===== config.mk =====
export PLATFORM = sky130hd
export DESIGN_NAME = wb_unit
export DESIGN_NICKNAME = d
export VERILOG_FILES = /design/src/rtl/cpu_pkg.sv /design/src/rtl/wb_unit_rr_arb2.sv /design/src/rtl/wb_unit.sv
export SDC_FILE = /design/constraint.sdc
export NUM_CORES = 1
export LEC_CHECK = 0
export CORE_MARGIN = 2
export CORE_UTILIZATION = 48
export CTS_CLUSTER_SIZE = 25
export DETAILED_ROUTE_END_ITERATION = 8
export MAX_ROUTING_LAYER = met4
export PLACE_DENSITY_LB_ADDON = 0.12
export SYNTH_ARGS = -nofsm -noshare
export SYNTH_HDL_FRONTEND = slang
export SYNTH_SLANG_ARGS = --single-unit

===== constraint.sdc =====
create_clock -name clk -period 5.7 [get_ports clk]
set_clock_uncertainty 0.2 [all_clocks]
set_input_delay 0.57 -clock clk [delete_from_list [all_inputs] [get_ports clk]]
set_output_delay 0.57 -clock clk [all_outputs]
set_load 0.03 [all_outputs]

===== src/rtl/cpu_pkg.sv =====
// Shared CPU definitions: register-file geometry and the writeback source tag.
package cpu_pkg;
  localparam int AW   = 5;
  localparam int DW   = 32;
  localparam int NREG = 2 ** AW;

  // Encodings double as requester indices inside the writeback arbiter.
  typedef enum logic {
    SRC_ALU = 1'b0,
    SRC_MEM = 1'b1
  } wb_src_t;
endpackage


===== src/rtl/wb_unit_rr_arb2.sv =====
// Two-requester round-robin arbiter. Bit 0 is the ALU and bit 1 is memory.
// The last-winner state moves only when both requesters collide.
module rr_arb2
  import cpu_pkg::*;
(
  input  logic       clk,
  input  logic       reset,
  input  logic [1:0] req,
  output logic [1:0] gnt
);

  wb_src_t last;

  // NOTE: every output of an always_comb block gets a default first, so no path leaves it unassigned and no latch is inferred.
  always_comb begin
    gnt = req;
    if (req == 2'b11) begin
      gnt = (last == SRC_MEM) ? 2'b01 : 2'b10;
    end
  end

  // NOTE: sequential state uses non-blocking assignments, so every flop samples values from before the edge.
  always_ff @(posedge clk or negedge reset) begin
    if (!reset) begin
      last <= SRC_MEM;
    end else if (req == 2'b11) begin
      last <= gnt[0] ? SRC_ALU : SRC_MEM;
    end
  end

endmodule


===== src/rtl/wb_unit.sv =====
// Writeback unit: arbitrates ALU and memory results onto the register-file write port
// and tracks which destinations still have a long-latency result outstanding.
module wb_unit
  import cpu_pkg::*;
#(
  parameter int AW   = cpu_pkg::AW,
  parameter int DW   = cpu_pkg::DW,
  parameter int NREG = cpu_pkg::NREG
) (
  input  logic            clk,
  input  logic            reset,
  input  logic            iss_valid,
  input  logic [AW-1:0]   iss_rd,
  output logic            iss_ready,
  input  logic            alu_valid,
  output logic            alu_ready,
  input  logic [AW-1:0]   alu_rd,
  input  logic [DW-1:0]   alu_data,
  input  logic            mem_valid,
  output logic            mem_ready,
  input  logic [AW-1:0]   mem_rd,
  input  logic [DW-1:0]   mem_data,
  output logic [AW-1:0]   rd,
  output logic            we,
  output logic [DW-1:0]   wdata,
  output logic [NREG-1:0] busy,
  output logic            err
);

  logic [1:0]      gnt;
  logic            xfer;
  logic [AW-1:0]   sel_rd;
  logic [DW-1:0]   sel_data;
  wb_src_t         sel_src;
  wb_src_t         src;
  logic [NREG-1:0] busy_nxt;

  rr_arb2 u_arb (
    .clk   (clk),
    .reset (reset),
    .req   ({mem_valid, alu_valid}),
    .gnt   (gnt)
  );

  assign alu_ready = gnt[SRC_ALU];
  assign mem_ready = gnt[SRC_MEM];
  assign xfer      = alu_ready | mem_ready;
  assign iss_ready = !busy[iss_rd];

  always_comb begin
    sel_rd   = alu_rd;
    sel_data = alu_data;
    sel_src  = SRC_ALU;
    if (mem_ready) begin
      sel_rd   = mem_rd;
      sel_data = mem_data;
      sel_src  = SRC_MEM;
    end
  end

  // Clear lands on the commit edge of a memory write, so readers never see a
  // cleared bit before the data is in the register file.
  always_comb begin
    busy_nxt = busy;
    if (we && src == SRC_MEM) begin
      busy_nxt[rd] = 1'b0;
    end
    if (iss_valid && iss_ready && iss_rd != '0) begin
      busy_nxt[iss_rd] = 1'b1;
    end
    busy_nxt[0] = 1'b0;
  end

  always_ff @(posedge clk or negedge reset) begin
    if (!reset) begin
      rd    <= '0;
      we    <= 1'b0;
      wdata <= '0;
      src   <= SRC_ALU;
      busy  <= '0;
      err   <= 1'b0;
    end else begin
      we   <= xfer && (sel_rd != '0);
      busy <= busy_nxt;
      if (xfer) begin
        rd    <= sel_rd;
        wdata <= sel_data;
        src   <= sel_src;
      end
      if (mem_ready && mem_rd != '0 && !busy[mem_rd]) begin
        err <= 1'b1;
      end
    end
  end

endmodule


* After elaboration in Yosys (flattened, before gate mapping)
Index checks and enable logic that the tools add are counted.
** Word-level totals
- Input port bits :: 84
- Output and inout port bits :: 74
- Bits in registers :: 72
** Operators by class
- Multiplexer cells :: 16
- Magnitude comparators :: 5
- Equal/unequal tests :: 1
- Bitwise operators :: 4
- Reduce and logical (&&, ||, !) cells :: 13
** Operator list (count)
- 2-to-1 mux 32 bit :: 3
- AND 32 bit :: 1
- NOT 32 bit :: 1
- bitwise OR 32 bit :: 1
- less-than comparator 5 x 6 -> 1 bit, second input constant :: 3
- nonzero test 5 bit :: 3
- binary-select mux 1 bit (select 5 bit) :: 2
- demux 1 bit (select 5 bit) :: 2
- greater-or-equal comparator 5 x 1 -> 1 bit, second input constant :: 2
- logical AND 1 bit :: 8
- 2-to-1 mux 1 bit :: 6
- 2-to-1 mux 5 bit :: 1
- 2-to-1 mux 2 bit :: 2
- == test 2 bit, second input constant :: 1
- logical NOT 1 bit :: 2
- bitwise OR 1 bit :: 1

* Longest topological paths before layout
Gate-level depths: netlist of the first run.
- Depth after elaboration :: 9
- Gate-level depth with buffers :: 7

* By module
A second synthesis of the first run with hierarchy kept.
** Second synthesis, totals
- Cells, all modules :: 361
- Area, all modules :: 3833.7 um^2
** By module, submodules not included
- wb_unit :: cells an instance 355, area an instance 3776.1 um^2, instances 1
- rr_arb2 :: cells an instance 6, area an instance 57.6 um^2, instances 1

* Worst setup path before layout of the first run
No wires, ideal clock.
- Kind :: input-to-output
- From :: input port iss_rd[1]
- To :: output port iss_ready
- Cell stages on the path :: 5
- Buffers on the path :: 1
- Arrival :: 2.128 ns
- Setup slack :: 2.802 ns
- Path through :: buf_2 mux2_1 and2_1 mux2_2 a2111oi_4
** Between the ends
- Cells in the longest elaborated chain, start to end :: 3
** Ends and longest elaborated chain
- start: declaration :: RTL line wb_unit.sv:13 : input logic [AW-1:0] iss_rd,
- binary-select mux 1 bit (select 5 bit) :: RTL line wb_unit.sv:48 : assign iss_ready = !busy[iss_rd];
- 2-to-1 mux 1 bit (not written as such) :: RTL line wb_unit.sv:48
- logical NOT 1 bit :: RTL line wb_unit.sv:48
- end: declaration :: RTL line wb_unit.sv:14 : output logic iss_ready,
Every way passes these cells. The select of a mux whose other input is x is not followed.

* Worst setup path after layout of the first run
Same ends and word-level chain as after synthesis.

==> results.sh, run 1 <==
export IMPL_clkTransAtPathRegs_ps=60
export IMPL_ctsHoldBuffers=0
export IMPL_hold_viol=0
export IMPL_floorplan_die_height_um=96.4
export IMPL_crit_type="in2out"
export IMPL_pwr_share_clk=0.134
export IMPL_drc_errors=0
export IMPL_rsz0062_at_grt="false"
export IMPL_combPwrFrac=0.499
export IMPL_min_period_ps=4310
export IMPL_synth_edf_count=0
export IMPL_num_vias=4193
export IMPL_cp_end_kind="output pin"
export IMPL_grt_pass1_wl_mm=19.9
export IMPL_wl_per_cell_um=18.8
export IMPL_p_seq_frac=0.367
export IMPL_slowest_delay_ps=1030
export IMPL_synthesis_instances=454
export IMPL_use_met3=0.0504
export IMPL_drv_cap=0
export IMPL_tightest_slew_ps=919
export IMPL_die_area_mm2=0.00929
export IMPL_grt_max_degree=75
export IMPL_cpMostUsedCell="clkdlybuf4s50_1"
export IMPL_switchingPower_mw=1.11
export IMPL_antenna_found_initial=0
export IMPL_postRouteAntennaNets=0
export IMPL_p_leak_nw=2.17
export IMPL_post_drt_via_cell_ratio=6.00
export IMPL_outcome="complete, no violations"
export IMPL_crit_chain="clkdlybuf4s50_1 > mux2_1 > and2_1 > mux2_2 > a2111oi_4 > clkdlybuf4s50_1"
export IMPL_area_growth_pct=41.8
export IMPL_yosysSeqAreaShare=0.440
export IMPL_ios=158
export IMPL_io_buffers=156
export IMPL_swShare=0.438
export IMPL_cts_sinks=72
export IMPL_finalSetupViolCount=0
export IMPL_post_route_period_util=0.756
export IMPL_initial_core_util=0.496
export IMPL_grt_busiest_layer="met2"
export IMPL_power_mw=2.53
export IMPL_place_congestion=0.923
export IMPL_final_max_slew_violation_count=0
export IMPL_multi_input_area_mm2=0.00214
export IMPL_ys_flop_type="dfrtp_1"
export IMPL_grt_pass1_vias=3926
export IMPL_die_w_um=96.4
export IMPL_synth_fp_nets=538
export IMPL_final_layout_size_suffix_gt1_frac=0.0707
export IMPL_worstPathArrival_ps=3540
export IMPL_ctsResizeCount=0
export IMPL_synth_seq_cells=72
export IMPL_cts_max_path_buffers=2
export IMPL_cts_tree="built"
export IMPL_num_rows=33
export IMPL_root_buffer="clkbuf_8"
export IMPL_synth_cell_types=48
export IMPL_synth_area_mm2=0.00410
export IMPL_yosysWarningCount=0
export IMPL_max_freq_mhz=232
export IMPL_num_fill_cells=667
export IMPL_synthArstFlopShare=1.00
export IMPL_internal_power_mw=1.42
export IMPL_post_cts_setup_buffers=0
export IMPL_final_cell_mix="154 x clkdlybuf4s50_1, 88 x o21ai_0, 71 x dfrtp_1"
export IMPL_syn_area_per_cell_um2=9.03
export IMPL_drt_pre_antenna_iters=5
export IMPL_core_area_mm2=0.00826
export IMPL_drt_total_wl_mm=13.1
export IMPL_clk_latency_ps=330
export IMPL_num_antenna_cells=0
export IMPL_dp_hpwl_mm=9.21
export IMPL_grtUsageMet2=0.441
export IMPL_grt_overflow=0
export IMPL_min_path_type="in2async"
export IMPL_p_per_area_mw_per_mm2=435
export IMPL_ctsHtreeMaxLevel=3
export IMPL_track_usage=0.286
export IMPL_slew_headroom=0.387
export IMPL_required_ps=4930
export IMPL_ir_drop_mv=0.302
export IMPL_regArea_mm2=0.00180
export IMPL_final_common_cell="clkdlybuf4s50_1"
export IMPL_slowest_stage="clkdlybuf4s50_1"
export IMPL_path_max_fanout=20
export IMPL_fin_ws_ps=1390
export IMPL_cts_made_buffers=9
export IMPL_nNetsFinal=675
export IMPL_drt_initial_drc_count=321
export IMPL_grt_util_met1=0.394
export IMPL_crit_path_start_kind="input pin"
export IMPL_preCtsSetupSlack_ps=1430
export IMPL_tns_ps=0
[per-layer routing]
layer | share of wire | vias to the layer above
met5 | 0 | -
met4 | 0.014 | 0
met3 | 0.10 | 21
met2 | 0.48 | 252
met1 | 0.41 | 2001
li1 | - | 1919
[cell usage after synthesis (2+ instances only)]
| master | count | area share |
|---|---|---|
| nand2b_1 | 35 | 0.053 |
| o21ai_1 | 6 | 0.0073 |
| o22ai_1 | 6 | 0.0092 |
| o22a_1 | 2 | 0.0043 |
| nor3_1 | 2 | 0.0024 |
| buf_4 | 2 | 0.0037 |
| nor2_1 | 16 | 0.015 |
| dfrtp_1 | 71 | 0.43 |
| or3_1 | 4 | 0.0061 |
| buf_2 | 5 | 0.0061 |
| mux2i_1 | 6 | 0.015 |
| nand3b_1 | 6 | 0.011 |
| nor3b_1 | 3 | 0.0055 |
| a21oi_1 | 66 | 0.081 |
| nand3_1 | 7 | 0.0085 |
| mux4_2 | 12 | 0.066 |
| nor2b_1 | 4 | 0.0061 |
| or3b_2 | 2 | 0.0043 |
| or4_1 | 2 | 0.0037 |
| nand2_1 | 44 | 0.040 |
| o21ai_0 | 88 | 0.11 |
| mux2_2 | 6 | 0.016 |
| nand4_1 | 3 | 0.0046 |
| o31ai_1 | 5 | 0.0092 |
| clkbuf_1 | 23 | 0.021 |
| nand4b_1 | 3 | 0.0064 |
| o211ai_1 | 2 | 0.0037 |
| inv_1 | 2 | 0.0018 |
| buf_1 | 2 | 0.0018 |
[sequential cells by signal, summed over array words and instances, names as in the netlist]
| signal | count |
|---|---|
| wdata | 32 |
| busy | 31 |
| rd | 5 |
| err | 1 |
| src | 1 |
| u_arb.last | 1 |
| we | 1 |
[worst max-delay path, delay by kind of cell]
family | cells | cell delay (ps)
buffers and inverters | 2 | 1750
and+or+nand+nor | 1 | 170
AOI/OAI and AO/OA | 1 | 350
muxes | 2 | 680
[per-stage QoR]
step / instance area [um2] / utilization / hold slack [ps] / std cells
global route: 5810 / 0.704 / 336 / 699
finish: 5810 / 0.704 / 249 / 699
CTS: 5810 / 0.704 / 293 / 699
floorplan: 4100 / - / 74.4 / 454
detailed placement: 5660 / 0.685 / 370 / 685
global placement: 5660 / 0.685 / 362 / 685
[power by group through the flow]
stage	sequential, mW	combinational (mW)	clock, mW
2_1_floorplan	1.18	0.411	0
3_3_place_gp	0.929	1.24	0
3_5_place_dp	0.928	1.26	0
4_1_cts	0.923	1.26	0.344
5_1_grt	0.953	1.34	0.370
6_report	0.928	1.26	0.339
[final timing paths]
kind	startpoint	cells past startpoint	slack (ps)	to
max in group asynchronous	reset	2	4450	wdata[30]
worst min register to register	busy[17]	2	390	busy[17]
worst min-delay path	reset	2	250	busy[2]
worst max register to register	u_arb.last	5	3220	wdata[4]
min in group clk	busy[17]	2	390	busy[17]
worst max-delay path	iss_rd[1]	6	1390	iss_ready
[cells by family after synthesis]
| family | count (synthesis) | share of synthesized area |
|---|---|---|
| flip-flops | 72 | 0.440 |
| buffers and inverters | 37 | 0.0391 |
| AO/OA/AOI/OAI | 182 | 0.242 |
| other | 1 | 0.000915 |
| AND/OR/NAND/NOR | 136 | 0.176 |
| multiplexers | 25 | 0.0998 |
| XOR/XNOR | 1 | 0.00214 |
[area by class of cell]
cell class                 instances  share of cell area
multi-input combinational        345               0.367
tap                              105              0.0226
timing repair buffer             159               0.271
clock inverter                     1            0.000861
inverter                           4             0.00258
sequential                        72               0.310
clock buffer                      13              0.0256
Power figures use the tool's default switching activity.
==> run 2, diff against run 1 <==
CORE_UTILIZATION = 44   (was 48)
clock period = 4.5 ns   (was 5.7 ns; I/O delays follow)
==> run 2 against run 1 <==
  * Clock power up 33%
  * Sequential cell count is the same
  * Wire length is 3.3% higher
  * Register-to-register slack got worse by 1100 ps
  * Critical path type unchanged
  * Critical endpoint unchanged
  * Largest cell class unchanged
==> results.sh, run 2 (synthesis gave the netlist of run 1 again) <==
export IMPL_outcome="complete, no violations"
export IMPL_grt_pass1_vias=3952
export IMPL_ios=158
export IMPL_drv_cap=0
export IMPL_tightest_slew_ps=787
export IMPL_place_congestion=0.919
export IMPL_final_common_cell="clkdlybuf4s50_1"
export IMPL_regArea_mm2=0.00180
export IMPL_required_ps=3850
export IMPL_cp_end_kind="output pin"
export IMPL_path_max_fanout=11
export IMPL_postRouteAntennaNets=0
export IMPL_wl_per_cell_um=19.1
export IMPL_power_mw=3.22
export IMPL_root_buffer="clkbuf_8"
export IMPL_hold_viol=0
export IMPL_drc_errors=0
export IMPL_num_rows=35
export IMPL_worst_r2r_startpoint="u_arb.last"
export IMPL_die_w_um=101
export IMPL_finalSetupViolCount=0
export IMPL_num_fill_cells=794
export IMPL_postLayoutCoreUtil=0.641
export IMPL_max_freq_mhz=248
export IMPL_drt_total_wl_mm=13.6
export IMPL_largest_reg_flops=32
export IMPL_min_from="mem_valid"
export IMPL_drt_initial_drc_count=296
export IMPL_grt_pass1_wl_mm=21.2
export IMPL_grt_overflow=0
export IMPL_num_antenna_cells=0
export IMPL_drt_pre_antenna_iters=5
export IMPL_post_route_period_util=0.896
export IMPL_cts_made_buffers=9
export IMPL_core_area_mm2=0.00915
export IMPL_r2r_end="wdata[4]"
export IMPL_reg_top3="wdata x32, busy x31, rd x5"
export IMPL_p_leak_nw=2.19
export IMPL_min_path_type="in2reg"
export IMPL_num_vias=4143
export IMPL_clk_latency_ps=360
export IMPL_crit_path_start_kind="input pin"
export IMPL_rrSetupSlack_ps=2090
export IMPL_io_buffers=156
export IMPL_worstPathArrival_ps=3380
export IMPL_p_per_area_mw_per_mm2=549
export IMPL_clkTransAtPathRegs_ps=80
export IMPL_ir_drop_mv=0.347
export IMPL_slew_headroom=0.473
export IMPL_dp_hpwl_mm=9.64
export IMPL_floorplan_die_height_um=101
export IMPL_tns_ps=0
export IMPL_cts_sinks=72
export IMPL_post_drt_via_cell_ratio=5.82
export IMPL_design_area_mm2=0.00586
export IMPL_hold_end="src"
export IMPL_initial_core_util=0.448
export IMPL_final_cell_mix="154 x clkdlybuf4s50_1, 88 x o21ai_0, 71 x dfrtp_1"
export IMPL_r2r_cells=6
export IMPL_dpl_cell_area_mm2=0.00570
export IMPL_nNetsFinal=680
export IMPL_min_period_ps=4030
export IMPL_ctsHtreeMaxLevel=3
export IMPL_whs_path_depth=3
export IMPL_regMostFlops="wdata"
export IMPL_cts_max_path_buffers=2
export IMPL_area_growth_pct=43.1
export IMPL_final_max_slew_violation_count=0
export IMPL_rsz0062_at_grt="false"
export IMPL_die_area_mm2=0.0101
export IMPL_crit_type="in2out"
export IMPL_grt_max_degree=66
export IMPL_multi_input_area_mm2=0.00214
export IMPL_track_usage=0.280
export IMPL_final_layout_size_suffix_gt1_frac=0.0782
export IMPL_antenna_found_initial=0
export IMPL_cts_tree="built"
## run 2: cell count changes in the layout (fill, tap and decap cells not counted), sizes merged
cell         delta
buf             +4
dlygate4sd3     +1
clkinv          +2
## run 2: metal layers
metal  routed length [um]  global-route usage
met5                    0                   -
met4                  229               0.103
met3                 1030              0.0548
met2                 6350               0.407
met1                 5960               0.392
## run 2: repair_timing
item | in CTS | in global routing
hold buffers | 1 | 0
setup buffers | 0 | 0
hold endpoints to repair | 27 | 0
gates resized for setup | 0 | 0
## run 2: how the worst max path moves through the flow
stage                         start        end  slack (ps)
after global routing      iss_rd[0]  iss_ready         360
final                     iss_rd[0]  iss_ready         470
after floorplan           iss_rd[1]  iss_ready        1840
after global placement    iss_rd[0]  iss_ready         490
after detailed placement  iss_rd[0]  iss_ready         450
after CTS                 iss_rd[0]  iss_ready         440
## run 2: critical path, cell delays in order
cell             delay [ps]
clkdlybuf4s50_1         850
mux4_2                  590
a32oi_1                 230
o211ai_2                170
a2111oi_4               360
clkdlybuf4s50_1         720
## run 2: cell type report
type / instances / share of cell area
multi-input combinational: 345 / 0.364
sequential: 72 / 0.307
timing repair buffer: 164 / 0.275
clock buffer: 13 / 0.0237
tap: 111 / 0.0237
clock inverter: 3 / 0.00320
inverter: 4 / 0.00256
## run 2: where the power goes
part	internal, mW	switching [mW]
Combinational	0.717	0.891
Sequential	0.878	0.285
Clock	0.201	0.250
Total	1.80	1.43
## run 2: metrics by stage
stage	hold slack (ps)	cells	setup slack, ps
floorplan	-45.6	454	1840
global placement	333	695	493
detailed placement	353	695	447
CTS	230	712	441
global route	281	712	356
finish	248	712	470
